### src/rtl/fetch_unit_pkg.sv
// Shared fetch-stage types and defaults.
// FSM state encoding, default queue depth, reset PC, word step.
package fetch_unit_pkg;

  typedef enum logic [1:0] {
    S_IDLE   = 2'd0,
    S_REQ    = 2'd1,
    S_HALTED = 2'd2
  } fetch_state_t;

  localparam int DEF_DEPTH = 4;
  localparam int unsigned DEF_RESET_PC = 0;
  localparam int unsigned PC_INC = 1;

endpackage

### src/rtl/fetch_queue.sv
// Circular prefetch FIFO of {pc, word} entries.
// Ports: push/pop/flush controls, head entry out, occupancy count.
module fetch_queue #(
  parameter int DEPTH = 4,
  parameter int AW = 32,
  parameter int DW = 32
) (
  input  logic                     clk,
  input  logic                     rst,
  input  logic                     push,
  input  logic                     pop,
  input  logic                     flush,
  input  logic [AW-1:0]            push_pc,
  input  logic [DW-1:0]            push_word,
  output logic [AW-1:0]            head_pc,
  output logic [DW-1:0]            head_word,
  output logic [$clog2(DEPTH):0]   count
);

  localparam int PW = $clog2(DEPTH);
  localparam int CW = PW + 1;

  logic [DW-1:0] word_q [DEPTH];
  logic [AW-1:0] pc_q [DEPTH];
  logic [PW-1:0] wr_ptr;
  logic [PW-1:0] rd_ptr;
  logic          empty;
  logic          full;
  logic          do_push;
  logic          do_pop;

  assign empty = count == '0;
  assign full = count == CW'(DEPTH);
  assign do_pop = pop & ~empty;
  // a full queue may still accept when the head leaves this cycle
  assign do_push = push & (~full | do_pop);

  assign head_word = word_q[rd_ptr];
  assign head_pc = pc_q[rd_ptr];

  always_ff @(posedge clk) begin
    if (rst) begin
      wr_ptr <= '0;
      rd_ptr <= '0;
      count <= '0;
      for (int i = 0; i < DEPTH; i++) begin
        word_q[i] <= '0;
        pc_q[i] <= '0;
      end
    end else if (flush) begin
      wr_ptr <= '0;
      rd_ptr <= '0;
      count <= '0;
    end else begin
      if (do_push) begin
        word_q[wr_ptr] <= push_word;
        pc_q[wr_ptr] <= push_pc;
        wr_ptr <= wr_ptr + PW'(1);
      end
      if (do_pop) begin
        rd_ptr <= rd_ptr + PW'(1);
      end
      count <= count + CW'(do_push) - CW'(do_pop);
    end
  end

endmodule

### src/rtl/fetch_unit.sv
// Instruction fetch stage: memory reads into a prefetch queue.
// Ports: en/halt/redirect ctrl, mem re/rdy, instr valid/take, count.
module fetch_unit
  import fetch_unit_pkg::*;
#(
  parameter int DEPTH = DEF_DEPTH,
  parameter int ADDR_W = 32,
  parameter int DATA_W = 32,
  parameter logic [ADDR_W-1:0] RESET_PC = ADDR_W'(DEF_RESET_PC)
) (
  input  logic                   clk,
  input  logic                   rst,
  input  logic                   en,
  input  logic                   halt,
  input  logic                   redirect,
  input  logic [15:0]            redirect_addr,
  output logic                   mem_re,
  output logic [ADDR_W-1:0]      mem_addr,
  input  logic [DATA_W-1:0]      mem_data_r,
  input  logic                   mem_rdy,
  output logic [DATA_W-1:0]      instr,
  output logic [ADDR_W-1:0]      instr_pc,
  output logic                   instr_valid,
  input  logic                   instr_take,
  output logic [$clog2(DEPTH):0] count
);

  localparam int CW = $clog2(DEPTH) + 1;

  fetch_state_t      state;
  fetch_state_t      state_nx;
  logic [ADDR_W-1:0] fetch_pc;
  logic [ADDR_W-1:0] pc_nx;
  logic              in_halt;
  logic              flush;
  logic              push;
  logic              pop;
  logic              can_issue;
  logic [CW-1:0]     count_nx;

  assign in_halt = state == S_HALTED;
  assign mem_re = state == S_REQ;
  assign mem_addr = fetch_pc;
  assign instr_valid = count != '0;

  // a redirect kills this cycle's push and take
  assign flush = redirect & ~in_halt;
  assign push = mem_re & mem_rdy & ~redirect;
  assign pop = instr_valid & instr_take & ~redirect;

  // issue on next-cycle occupancy so a take frees a slot at once
  assign count_nx = flush ? '0
                  : count + CW'(push) - CW'(pop);
  assign can_issue = en & ~halt
                   & (count_nx < CW'(DEPTH));

  always_comb begin
    state_nx = state;
    pc_nx = fetch_pc;
    unique case (state)
      S_IDLE: begin
        if (can_issue) state_nx = S_REQ;
      end
      S_REQ: begin
        if (mem_rdy) begin
          pc_nx = fetch_pc + ADDR_W'(PC_INC);
          state_nx = can_issue ? S_REQ : S_IDLE;
        end
      end
      S_HALTED: begin
        state_nx = S_HALTED;
      end
      default: begin
        state_nx = S_IDLE;
      end
    endcase
    if (redirect) begin
      pc_nx = ADDR_W'(redirect_addr);
      state_nx = S_IDLE;
    end
    if (halt || in_halt) state_nx = S_HALTED;
  end

  always_ff @(posedge clk) begin
    if (rst) begin
      state <= S_IDLE;
      fetch_pc <= RESET_PC;
    end else begin
      state <= state_nx;
      fetch_pc <= pc_nx;
    end
  end

  fetch_queue #(
    .DEPTH(DEPTH),
    .AW(ADDR_W),
    .DW(DATA_W)
  ) u_queue (
    .clk(clk),
    .rst(rst),
    .push(push),
    .pop(pop),
    .flush(flush),
    .push_pc(fetch_pc),
    .push_word(mem_data_r),
    .head_pc(instr_pc),
    .head_word(instr),
    .count(count)
  );

endmodule
### config.mk
export PLATFORM = sky130hd
export DESIGN_NAME = fetch_unit
export DESIGN_NICKNAME = d
export VERILOG_FILES = /design/src/rtl/fetch_unit_pkg.sv /design/src/rtl/fetch_queue.sv /design/src/rtl/fetch_unit.sv
export SDC_FILE = /design/constraint.sdc
export NUM_CORES = 1
export LEC_CHECK = 0
export ABC_AREA = 1
export CAP_MARGIN = 20
export CELL_PAD_IN_SITES_DETAIL_PLACEMENT = 0
export CELL_PAD_IN_SITES_GLOBAL_PLACEMENT = 1
export CORE_ASPECT_RATIO = 0.9
export CORE_MARGIN = 2
export CORE_UTILIZATION = 25
export CTS_CLUSTER_DIAMETER = 50
export DETAILED_ROUTE_END_ITERATION = 7
export PLACE_DENSITY_LB_ADDON = 0.1
export SYNTH_ARGS = -nofsm -noshare
export SYNTH_HDL_FRONTEND = slang
export SYNTH_SLANG_ARGS = --single-unit
### constraint.sdc
create_clock -name clk -period 7.4 [get_ports clk]
set_input_delay 0.74 -clock clk [delete_from_list [all_inputs] [get_ports clk]]
set_output_delay 0.74 -clock clk [all_outputs]
set_load 0.02 [all_outputs]
### Word level (Yosys, flattened, before mapping)

Memories as Yosys holds them, arrays and structs flattened. A register that Yosys moved wholly into a read port is not among the register bits.
Cells that the tools add are included.

| word-level totals | value |
|---|---|
| register bits after elaboration | 41 |
| latch bits | 0 |
| memory bits (writable) | 256 |
| memory bits (read-only) | 0 |
| input bits | 55 |
| output and inout port bits | 101 |
| memories | 2 |

Memory list:

| name | words | width | read ports | clocked after memory_dff | wr ports | RTL line | source |
|---|---|---|---|---|---|---|---|
| u_queue.pc_q | 4 | 32 | 1 | 1 | 4 | fetch_queue.sv:24 | `logic [AW-1:0] pc_q [DEPTH];` |
| u_queue.word_q | 4 | 32 | 1 | 1 | 4 | fetch_queue.sv:23 | `logic [DW-1:0] word_q [DEPTH];` |

| operators by class | value |
|---|---|
| add/subtract/negate cells | 7 |
| multiply operators | 0 |
| div/mod/pow operators | 0 |
| order comparisons | 1 |
| equal/unequal tests | 7 |
| shift-type cells | 0 |
| multiplexer cells | 26 |
| bitwise gates (word level) | 15 |
| reductions and logical operators | 15 |

Operator list:

| kind | number |
|---|---|
| $mux W32 | 2 |
| $reduce_or A32 Y1 | 2 |
| $mux W16 | 3 |
| $add A32 B1 Y32 const B | 1 |
| $mux W2 | 10 |
| $and A1 B1 Y1 | 9 |
| $mux W1 | 9 |
| $reduce_and A2 Y1 | 4 |
| $add A3 B1 Y3 | 2 |
| $pmux W2 S3 | 1 |
| $sub A3 B1 Y3 | 2 |
| $not A1 Y1 | 5 |
| $add A2 B1 Y2 const B | 2 |
| $ne A4 B2 Y1 const B | 1 |
| $ne A4 B4 Y1 const B | 1 |
| $reduce_bool A2 Y1 | 2 |
| $reduce_or A2 Y1 | 2 |
| $eq A3 B3 Y1 const B | 1 |
| $logic_not A3 Y1 | 1 |
| $lt A3 B3 Y1 const B | 1 |
| $mux W3 | 1 |
| $reduce_bool A3 Y1 | 1 |
| $reduce_or A3 Y1 | 1 |
| $eq A2 B1 Y1 const B | 1 |
| 6 further kinds | 6 |

### Depth between registers and ports, before layout

| logic depth | value |
|---|---|
| depth in word-level cells | 13 |
| depth in mapped cells | 15 |

### Cells and area by module

A second synthesis with hierarchy kept.

| unflattened totals | value |
|---|---|
| cell total of the unflattened synthesis | 1424 |
| area, all modules | 13862.0 um2 |

Modules (own cells, without submodules):

| module | times used | cells an instance | area each (um2) |
|---|---|---|---|
| fetch_queue | 1 | 1047 | 11521.0 |
| fetch_unit | 1 | 377 | 2341.0 |

### Worst setup path after synthesis

Ideal clock, no wire load.

| timing path | value |
|---|---|
| path kind | in2reg |
| start | input redirect |
| end | memory u_queue.pc_q[1][0], enable pin |
| setup time | 574 ps |
| arrival time | 5691 ps |
| data required time | 6826 ps |
| slack | 1135 ps |
| stages | 4 |
| path through | buf_2 > nor2_8 > nand2_4 > o21ai_0 |

RTL lines:

| element | RTL line | source |
|---|---|---|
| from (decl) | fetch_unit.sv:15 | `input logic redirect,` |
| to (decl) | fetch_queue.sv:24 |  |

==> results.py <==
metrics = {
    "run_status": {
        "status": "finished, final reports clean",
    },
    "floorplan": {
        "die_h_um": 225.1,
        "pin_count": 156,
        "die-area_um2": 56170,
        "rows": 81,
        "fp.coreArea_um2": 54020,
        "start_util_pct": 25.13,
        "die_w_um": 249.6,
    },
    "timing": {
        "fin_crit_sh_pct": 58.24,
        "finalMaxSlewViolations": 0,
        "worstMarginPinSlew_ps": 1119,
        "fin_ws_ps": 3091,
        "rsz0062_at_grt": "false",
        "slew_headroom_pct": 25.37,
        "finalSetupViolations": 0,
        "final_hold_viol_count": 0,
        "finalCriticalPeriod_ps": 4309,
        "skew_ps": 14.08,
        "hold_ws_ps": 460.1,
        "max_clock_freq_mhz": 232.1,
        "tns_ps": 0,
    },
    "synth": {
        "ys_ff_latch": 299,
        "ys_seq_area_share_pct": 62.98,
        "synth_cell_types": 35,
        "synth_area_leaders": "edfxtp_1, nor2_1, dfxtp_1, o21ai_0, nand2_1",
        "ys_warn_count": 0,
        "synth_top_cell_area_share_pct": 56.64,
        "synth_area_um2": 13570,
        "synth-edff-count": 256,
        "synth_cells": 1369,
        "synthFlopType": "edfxtp_1",
        "async_flop_share_pct": 0,
        "yosysTopAreaCell": "edfxtp_1",
        "syn_nets": 1430,
        "postSynthAreaPerCell_um2": 9.915,
    },
    "critical_path": {
        "end_kind": "output port",
        "crit_chain": "buf_4 > buf_4 > o21ai_0 > o22ai_1 > clkdlybuf4s50_1",
        "rr_startpoint": "state[1]$_SDFFE_PP0P_",
        "path_class": "reg -> out",
        "worst_path_largest_cell_delay_ps": 690,
        "cp_data_required_time_ps": 6660,
        "crit_path_start_kind": "register",
        "cp_common_cell": "buf_4",
        "crit_arrival_ps": 3570,
        "crit_fanout": 65,
        "critPathSlowestCell": "buf_4",
    },
    "clocking": {
        "cts_setup_buffers": 0,
        "htreeDepth": 2,
        "cts_root_buffer": "clkbuf_16",
        "clk_latency_ps": 550,
        "cts_buffer_depth": 3,
        "numCtsBuffers": 44,
        "cts.sinks": 299,
        "cts_tree": "done",
        "cts_resized": 0,
        "clkTransAtPathRegs_ps": 60,
        "cts_hold_buf": 0,
    },
    "layout": {
        "diodes": 0,
        "nFillCells": 5559,
        "finalNonFillerCells": 2246,
        "area_delta_synth_final_pct": 27.16,
        "finish.utilization_pct": 31.95,
        "finish.instance_area_um2": 17260,
        "nets": 1568,
        "drive_gt1_share_pct": 11.03,
    },
    "grt": {
        "first_global_vias": 10220,
        "grt_overflow": 0,
        "grt_max_degree": 70,
        "grt_use_total_pct": 14.93,
        "antenna_found_initial": 0,
        "grt_first_pass_wirelength_mm": 63.51,
    },
    "route": {
        "via_count": 9912,
        "totalWireLength_mm": 42.08,
        "routedWlPerCell_um": 18.74,
        "drt_iter0_drc": 496,
        "vias_per_cell": 4.413,
        "drc": 0,
        "first_pass_iters": 5,
        "ant_nets": 0,
    },
    "power_and_ir_drop": {
        "power_density_nw_per_um2": 239.3,
        "ir_drop_v": 0.0001542,
        "finalPower_mw": 4.129,
        "p_leak_nw": 6.115,
    },
    "placed_design": {
        "dp_slack_ps": 2847,
        "gp_congestion": 0.7251,
        "place_area_um2": 15820,
        "dp.cells": 2165,
        "hpwl_mm": 24.34,
        "io_buffers": 155,
    },
    "worst_hold_path": {
        "hold_path_class": "reg -> reg",
        "hold_path.startpoint": "u_queue.rd_ptr[1]$_SDFFE_PP0N_",
    },
    "run": {
        "drv_cap": 0,
    },
}
-- synth_stat cells, types with 4 or more instances --
| master | count |
|---|---|
| inv_1 | 103 |
| nand2_1 | 112 |
| edfxtp_1 | 256 |
| o21ai_0 | 145 |
| buf_2 | 7 |
| nand4_1 | 5 |
| o22ai_1 | 64 |
| dfxtp_1 | 43 |
| nor3_1 | 41 |
| a31oi_1 | 8 |
| clkbuf_1 | 61 |
| nand3_1 | 20 |
| ha_1 | 5 |
| nor2_4 | 33 |
| xor2_1 | 14 |
| nor2_2 | 4 |
| buf_6 | 4 |
| a21oi_1 | 21 |
| inv_2 | 31 |
| nor2_1 | 368 |
-- worst max-delay path, delay by kind of cell, from the launching register on --
family / cells / cell delay [ps]
compound gates: 2 / 600
flops: 1 / 360
buf+inv: 3 / 1930
-- cell families after synthesis --
family	synth area share [%]
buf+inv	6.195
xor+xnor	0.9034
flops	62.98
simple gates	19.82
compound gates	9.495
fa+ha+maj	0.6084
-- metal layers --
layer | routed length (um) | part of all wire, % | GRT usage, %
met5 | 0 | 0 | 0
met4 | 577 | 1.4 | 3.362
met3 | 1876 | 4.5 | 3.072
met2 | 19880 | 47 | 24.98
met1 | 19750 | 47 | 19.90
-- worst paths after layout --
path                            depth (start not counted)                                 end  slack [ps]
worst max-delay path                                    5                        instr_pc[16]        3090
worst min-delay path                                    2                            register         460
worst max register to register                          9  u_queue.word_q[0][4]$_SDFFCE_PN0P_        4420
worst min register to register                          2                            register         460
-- sequential cells by signal, indices dropped and copies added (netlist names), named ones only --
name            flops
u_queue.word_q    128
u_queue.rd_ptr      2
u_queue.count       3
state               2
mem_addr           32
u_queue.wr_ptr      2
u_queue.pc_q      128
-- area by class of cell --
cell class / instances / area (um^2) / area share, %
clock buffers: 48 / 1137 / 6.590
flip-flops and latches: 299 / 8553 / 49.56
well taps: 705 / 882.1 / 5.111
clock inverters: 32 / 274.0 / 1.588
repair buffers: 167 / 1662 / 9.627
inverters: 138 / 525.5 / 3.045
multi-input cells: 857 / 4225 / 24.48
-- report_power, final --
part | switching [mW] | internal, mW | leakage (nW)
sequential | 0.0205 | 1.88 | 2.99
clock | 0.810 | 1.22 | 0.679
combinational | 0.124 | 0.0737 | 2.44
total | 0.954 | 3.18 | 6.11
-- layout by cell type, fill, tap and decap left out, types with 2 or more instances in the layout --
cell / netlist / final
a21oi_1: 21 / 21
a31oi_1: 8 / 8
buf_4: 0 / 11
bufinv_16: 0 / 3
clkbuf_1: 61 / 3
clkbuf_16: 0 / 45
clkdlybuf4s50_1: 0 / 155
clkinv_1: 3 / 11
clkinv_2: 0 / 5
clkinv_4: 0 / 3
clkinvlp_4: 0 / 5
dfxtp_1: 43 / 41
edfxtp_1: 256 / 256
ha_1: 5 / 5
inv_1: 103 / 102
inv_2: 31 / 32
inv_6: 0 / 8
nand2_1: 112 / 107
nand2_2: 1 / 3
nand2_4: 1 / 4
nand3_1: 20 / 20
nand4_1: 5 / 5
nor2_1: 368 / 368
nor2_2: 4 / 4
nor2_4: 33 / 33
nor2_8: 2 / 2
nor3_1: 41 / 41
nor4_1: 3 / 3
o21ai_0: 145 / 144
o22ai_1: 64 / 64
or2_2: 3 / 2
xor2_1: 14 / 14
No activity file was read; power rests on OpenSTA's default activity.
